<file path="config.mk">
export PLATFORM = sky130hd
export DESIGN_NAME = sdp_scan_ctrl
export DESIGN_NICKNAME = d
export VERILOG_FILES = /design/src/rtl/sdp_scan_ctrl.sv
export SDC_FILE = /design/constraint.sdc
export NUM_CORES = 1
export LEC_CHECK = 0
export BUFFER_PORTS_ARGS = -buffer_cell sky130_fd_sc_hd__buf_2
export CORE_ASPECT_RATIO = 0.5
export CORE_MARGIN = 2
export CORE_UTILIZATION = 30
export CTS_CLUSTER_DIAMETER = 200
export DETAILED_ROUTE_END_ITERATION = 12
export MAX_ROUTING_LAYER = met4
export PLACE_DENSITY_LB_ADDON = 0.12
export SLEW_MARGIN = 20
export SYNTH_ARGS = -nofsm -noshare
export SYNTH_HDL_FRONTEND = slang
export SYNTH_SLANG_ARGS = --single-unit
</file>
<file path="constraint.sdc">
create_clock -name clk -period 3.67 [get_ports clk]
set_input_delay 0.734 -clock clk [delete_from_list [all_inputs] [get_ports clk]]
set_output_delay 0.734 -clock clk [all_outputs]
set_load 0.01 [all_outputs]
</file>
<file path="src/rtl/sdp_scan_ctrl.sv">
// Scan controller for an 8-digit active-low seven-segment display with a double-buffered frame.
// Optional build macro: SDP_LEADING_ZERO_BLANK_EN (blank leading zero digits at commit).
module sdp_scan_ctrl #(
  parameter int DIV       = 100000,
  parameter int BLANK_CYC = 16
) (
  input  logic        clk,
  input  logic        rst_n,
  input  logic [31:0] data_in,
  input  logic [7:0]  dp_in,
  input  logic [7:0]  en_in,
  input  logic        load,
  output logic        load_ack,
  output logic [2:0]  dig_sel,
  output logic [7:0]  an,
  output logic [6:0]  seg,
  output logic        dp,
  output logic        frame_tick
);

  localparam int CW = (DIV > 1) ? $clog2(DIV) : 1;
  localparam logic [CW-1:0] CNT_LAST      = CW'(DIV - 1);
  localparam logic [CW-1:0] CNT_BLANK_END = CW'(BLANK_CYC - 1);

  typedef enum logic {
    ST_BLANK,
    ST_SHOW
  } state_t;

  state_t      state_q, state_d;
  logic [CW-1:0] cnt_q, cnt_d;
  logic [2:0]  dig_sel_q, dig_sel_d;
  logic [31:0] act_data_q, act_data_d;
  logic [7:0]  act_dp_q, act_dp_d;
  logic [7:0]  act_en_q, act_en_d;
  logic [31:0] pend_data_q, pend_data_d;
  logic [7:0]  pend_dp_q, pend_dp_d;
  logic [7:0]  pend_en_q, pend_en_d;
  logic        pend_valid_q, pend_valid_d;
  logic [7:0]  an_q, an_d;
  logic [6:0]  seg_q, seg_d;
  logic        dp_q, dp_d;
  logic        load_ack_q, load_ack_d;
  logic        frame_tick_q, frame_tick_d;
  logic        last_cyc;
  logic        boundary;
  logic [3:0]  nibble;

  function automatic logic [6:0] hex_glyph(input logic [3:0] v);
    logic [6:0] g;
    case (v)
      4'h0: g = 7'h40;
      4'h1: g = 7'h79;
      4'h2: g = 7'h24;
      4'h3: g = 7'h30;
      4'h4: g = 7'h19;
      4'h5: g = 7'h12;
      4'h6: g = 7'h02;
      4'h7: g = 7'h78;
      4'h8: g = 7'h00;
      4'h9: g = 7'h10;
      4'hA: g = 7'h08;
      4'hB: g = 7'h03;
      4'hC: g = 7'h46;
      4'hD: g = 7'h21;
      4'hE: g = 7'h06;
      default: g = 7'h0E;
    endcase
    return g;
  endfunction

`ifdef SDP_LEADING_ZERO_BLANK_EN
  // Walk down from digit 7 clearing enables while the nibble is zero; a lit dp pins the digit.
  function automatic logic [7:0] lead_zero_en(input logic [31:0] d, input logic [7:0] p,
                                              input logic [7:0] e);
    logic [7:0] m;
    logic       blanking;
    m        = e;
    blanking = 1'b1;
    for (int k = 7; k >= 1; k--) begin
      if (blanking && (d[4*k +: 4] == 4'h0) && !p[k]) m[k] = 1'b0;
      else blanking = 1'b0;
    end
    return m;
  endfunction
`endif

  always_comb begin
    state_d      = state_q;
    act_data_d   = act_data_q;
    act_dp_d     = act_dp_q;
    act_en_d     = act_en_q;
    pend_data_d  = pend_data_q;
    pend_dp_d    = pend_dp_q;
    pend_en_d    = pend_en_q;
    pend_valid_d = pend_valid_q;
    load_ack_d   = 1'b0;
    seg_d        = seg_q;
    dp_d         = dp_q;
    an_d         = 8'hFF;
    nibble       = 4'h0;

    last_cyc     = (cnt_q == CNT_LAST);
    boundary     = last_cyc && (dig_sel_q == 3'd7);
    cnt_d        = last_cyc ? '0 : cnt_q + 1'b1;
    dig_sel_d    = last_cyc ? dig_sel_q + 3'd1 : dig_sel_q;
    frame_tick_d = boundary;

    case (state_q)
      ST_BLANK: if (cnt_q == CNT_BLANK_END) state_d = ST_SHOW;
      ST_SHOW:  if (last_cyc) state_d = ST_BLANK;
      default:  state_d = ST_BLANK;
    endcase

    // Commit reads the pending buffer as it stood before this cycle's load.
    if (boundary && pend_valid_q) begin
      act_data_d   = pend_data_q;
      act_dp_d     = pend_dp_q;
`ifdef SDP_LEADING_ZERO_BLANK_EN
      act_en_d     = lead_zero_en(pend_data_q, pend_dp_q, pend_en_q);
`else
      act_en_d     = pend_en_q;
`endif
      pend_valid_d = 1'b0;
      load_ack_d   = 1'b1;
    end

    if (load) begin
      pend_data_d  = data_in;
      pend_dp_d    = dp_in;
      pend_en_d    = en_in;
      pend_valid_d = 1'b1;
    end

    // Segments only move on entry to BLANK, so they are settled before any anode turns on.
    if (last_cyc) begin
      nibble = act_data_d[{dig_sel_d, 2'b00} +: 4];
      if (act_en_d[dig_sel_d]) begin
        seg_d = hex_glyph(nibble);
        dp_d  = ~act_dp_d[dig_sel_d];
      end else begin
        seg_d = 7'h7F;
        dp_d  = 1'b1;
      end
    end

    if ((state_d == ST_SHOW) && act_en_d[dig_sel_d]) an_d[dig_sel_d] = 1'b0;
  end

  always_ff @(posedge clk or negedge rst_n) begin
    if (!rst_n) begin
      state_q      <= ST_BLANK;
      cnt_q        <= '0;
      dig_sel_q    <= 3'd0;
      act_data_q   <= 32'h0;
      act_dp_q     <= 8'h0;
      act_en_q     <= 8'h0;
      pend_data_q  <= 32'h0;
      pend_dp_q    <= 8'h0;
      pend_en_q    <= 8'h0;
      pend_valid_q <= 1'b0;
      an_q         <= 8'hFF;
      seg_q        <= 7'h7F;
      dp_q         <= 1'b1;
      load_ack_q   <= 1'b0;
      frame_tick_q <= 1'b0;
    end else begin
      state_q      <= state_d;
      cnt_q        <= cnt_d;
      dig_sel_q    <= dig_sel_d;
      act_data_q   <= act_data_d;
      act_dp_q     <= act_dp_d;
      act_en_q     <= act_en_d;
      pend_data_q  <= pend_data_d;
      pend_dp_q    <= pend_dp_d;
      pend_en_q    <= pend_en_d;
      pend_valid_q <= pend_valid_d;
      an_q         <= an_d;
      seg_q        <= seg_d;
      dp_q         <= dp_d;
      load_ack_q   <= load_ack_d;
      frame_tick_q <= frame_tick_d;
    end
  end

  assign load_ack   = load_ack_q;
  assign dig_sel    = dig_sel_q;
  assign an         = an_q;
  assign seg        = seg_q;
  assign dp         = dp_q;
  assign frame_tick = frame_tick_q;

endmodule

</file>
==> impl_metrics.ini <==
[outcome]
outcome = completed

[timing]
maxSlewViolCount = 0
skew_ns = 0.0125
timing.final.crit_share_pct = 92.5
tightest_slew_ns = 0.642
min_period_ns = 3.39
slew_headroom_pct = 57.2
finalSetupTns_ns = 0
hold_violations = 0
rsz0062_at_grt = no
setup_ws_ns = 0.275
setup_viol = 0
timing.fmax_ghz = 0.295

[cells_and_area]
stdcell_area_sq_um = 7410
nets = 628
layout_commonest_cell = dfrtp_1
antenna_cells = 0
drive_gt1_share_pct = 40.4
syn_to_final_growth_pct = 22.1
mostFrequentLayoutCells = 120 x dfrtp_1, 80 x mux2_2, 70 x buf_2, 46 x nand2_1
fin_cells = 847

[setup_path]
cp_data_required_time_ns = 4.01
arrival_ns = 3.73
worstSetupPathType = flop to flop
cp_max_fo = 41
crit_path_start_kind = flop
critical_path.endpoint_type = flop

[yosys]
synthArstFlopShare_pct = 100
synth_area_sq_um = 6070
synthCells = 477
synth_edf_count = 0
synth-seq-area-share_pct = 56.4
synthFlopType = dfrtp_1
syn_area_per_cell_sq_um = 12.7
synthDistinctLibCells = 53
synthesis.nets = 537
synth-seq-cells = 136
synth-warning-count = 0

[power_and_ir_drop]
ir_drop_v = 0.000239
pwr-share-comb_pct = 3.7
switching_power_w = 0.000811
p_int_w = 0.00264
clock_power_share_pct = 50.4
p_leak_nw = 3.36
switching_share_pct = 23.5
power_frac_seq_pct = 45.9
p_per_area_nw_per_um2 = 466

[cts]
clock-sinks = 136
numCtsBuffers = 17
ctsHoldBuffers = 0
cts_tree = done
cts.clk_slew.worst_paths_ns = 0.07
htree_levels = 4
clk_latency_ns = 0.43
cts.path.max_buffers = 2
root_buffer = clkbuf_16

[place]
post-dp-hpwl_um = 10200
place.gp.congestion = 0.762
preCtsSetupSlack_ns = 0.159
portBuffers = 71
dpl.cell_count = 814
placed_area_sq_um = 6810

[drt]
drt_iter0_markers = 218
drtPass1Iterations = 4
routed_via_density = 4.62
totalWireLength_um = 14300
antenna_left = 0
vias = 3913
remaining_drc_errors = 0
routedWlPerCell_um = 16.8

[floorplanning]
die_y_um = 105
fp.dieW_um = 205
ios = 72
num_rows = 36
initial_utilization_pct = 30.9
coreArea_sq_um = 19600
die-area_sq_um = 21500

[global_routing]
grt_pass1_wl_um = 23500
antenna_found_initial = 0
overflow = 0
grt.total_usage_pct = 14.9
grt_max_degree = 66
grt_pass1_vias = 4180

[worst_hold_path]
hp-class = input pin to asynchronous set/reset pin

[job]
drv_cap = 0
## cell families (layout without fill, tap and decap cells)
| logic type | Yosys count | after routing | synth area share (%) |
|---|---|---|---|
| adders and majority gates | 9 | 9 | 1.86 |
| and+or+nand+nor | 130 | 130 | 12.1 |
| buffers and inverters | 38 | 142 | 3.28 |
| muxes | 103 | 103 | 18.7 |
| xor gates and xnor gates | 14 | 14 | 2.02 |
| DFF | 136 | 136 | 56.4 |
| AOI/OAI and AO/OA | 47 | 47 | 5.63 |
## worst paths after layout
path                                              end                  start  slack [ns]  cells past startpoint
hold / removal                  act_dp_q[1]$_DFF_PN0_                  rst_n        0.30                      1
max in group asynchronous  pend_data_q[4]$_DFFE_PN0P_                  rst_n        2.59                      2
setup reg to reg                   seg[0]$_DFFE_PN1N_     cnt_q[0]$_DFF_PN0_        0.28                     11
hold reg to reg                 act_dp_q[0]$_DFF_PN0_  act_dp_q[0]$_DFF_PN0_        0.46                      2
min in group clk                act_dp_q[0]$_DFF_PN0_  act_dp_q[0]$_DFF_PN0_        0.46                      2
setup / recovery                   seg[0]$_DFFE_PN1N_     cnt_q[0]$_DFF_PN0_        0.28                     11
## power by group through the flow
| stage | Combinational, W | Clock [W] | Sequential (W) |
|---|---|---|---|
| after global placement | 0.000132 | 0 | 0.00162 |
| after CTS | 0.000135 | 0.00179 | 0.00159 |
| after detailed placement | 0.000134 | 0 | 0.00161 |
| after floorplan | 0.0000642 | 0 | 0.00160 |
| after global routing | 0.000146 | 0.00186 | 0.00159 |
| final | 0.000129 | 0.00174 | 0.00159 |
## final cells by class
cell class              count  area, sq um
clock inverters            14          163
clock buffers              18          429
multi-input cells         303         2450
repair buffers             92          544
well taps                 266          333
flip-flops and latches    136         3420
fillers                  1953        12200
inverters                  18         67.6
## cells in the mapped netlist, types with 3 or more instances
cell type	instances	area, sq um
dfrtp_1	120	3000
mux2_2	80	901
nand2_1	46	173
mux2i_1	22	220
nor2_1	21	78.8
a22oi_1	18	135
inv_1	18	67.6
dfstp_2	16	420
nand3_1	12	60.1
ha_1	9	113
xnor2_1	7	61.3
xor2_1	7	61.3
clkbuf_1	6	22.5
nand3b_1	6	45.0
and3_1	5	31.3
buf_6	5	56.3
nand4_1	5	31.3
o21ai_0	5	25.0
a21oi_1	4	20.0
a32oi_1	4	35.0
buf_1	4	15.0
nand2b_1	4	25.0
nor3_1	4	20.0
nor3b_1	4	30.0
a31oi_1	3	18.8
and2_1	3	18.8
and4_1	3	26.3
buf_2	3	15.0
or3_1	3	18.8
## worst max-delay path: stages (launching register included)
cell and delay [ns]:
dfrtp_1 0.38, ha_1 0.23, and4_1 0.35, nand3_2 0.18
nor3_4 0.18, buf_12 0.25, mux2_2 0.39, a22oi_1 0.22
nand4_2 0.41, and2_1 0.34, o211ai_1 0.22, o211ai_1 0.12
## metrics by stage
| stage | util [%] | total power, W | hold WS, ns |
|---|---|---|---|
| floorplan | - | 0.00166 | 0.432 |
| global placement | 34.7 | 0.00175 | 0.445 |
| detailed placement | 34.7 | 0.00175 | 0.450 |
| CTS | 37.7 | 0.00351 | 0.326 |
| global route | 37.7 | 0.00360 | 0.342 |
| finish | 37.7 | 0.00345 | 0.296 |
## registers in the layout, indices dropped and copies added, names as in the netlist
register	count
act_dp_q	8
dig_sel	3
frame_tick	1
load_ack	1
pend_en_q	8
state_q	1
seg	7
pend_dp_q	8
pend_data_q	32
an	8
cnt_q	17
act_data_q	32
act_en_q	8
dp	1
pend_valid_q	1
## repair_timing
item | 4_1_cts | 5_1_grt
gates resized for setup | 0 | 1
setup endpoints to repair | 0 | 7
buffers inserted | 0 | 1
## routing by layer
layer	global-route usage, %	up-vias	share of wire [%]
li1	-	1876	-
met1	20.4	1968	51
met2	21.3	50	44
met3	3.77	19	3.2
met4	5.29	0	1.5
met5	-	-	0
Note: power is estimated with default switching activity, not from simulation.
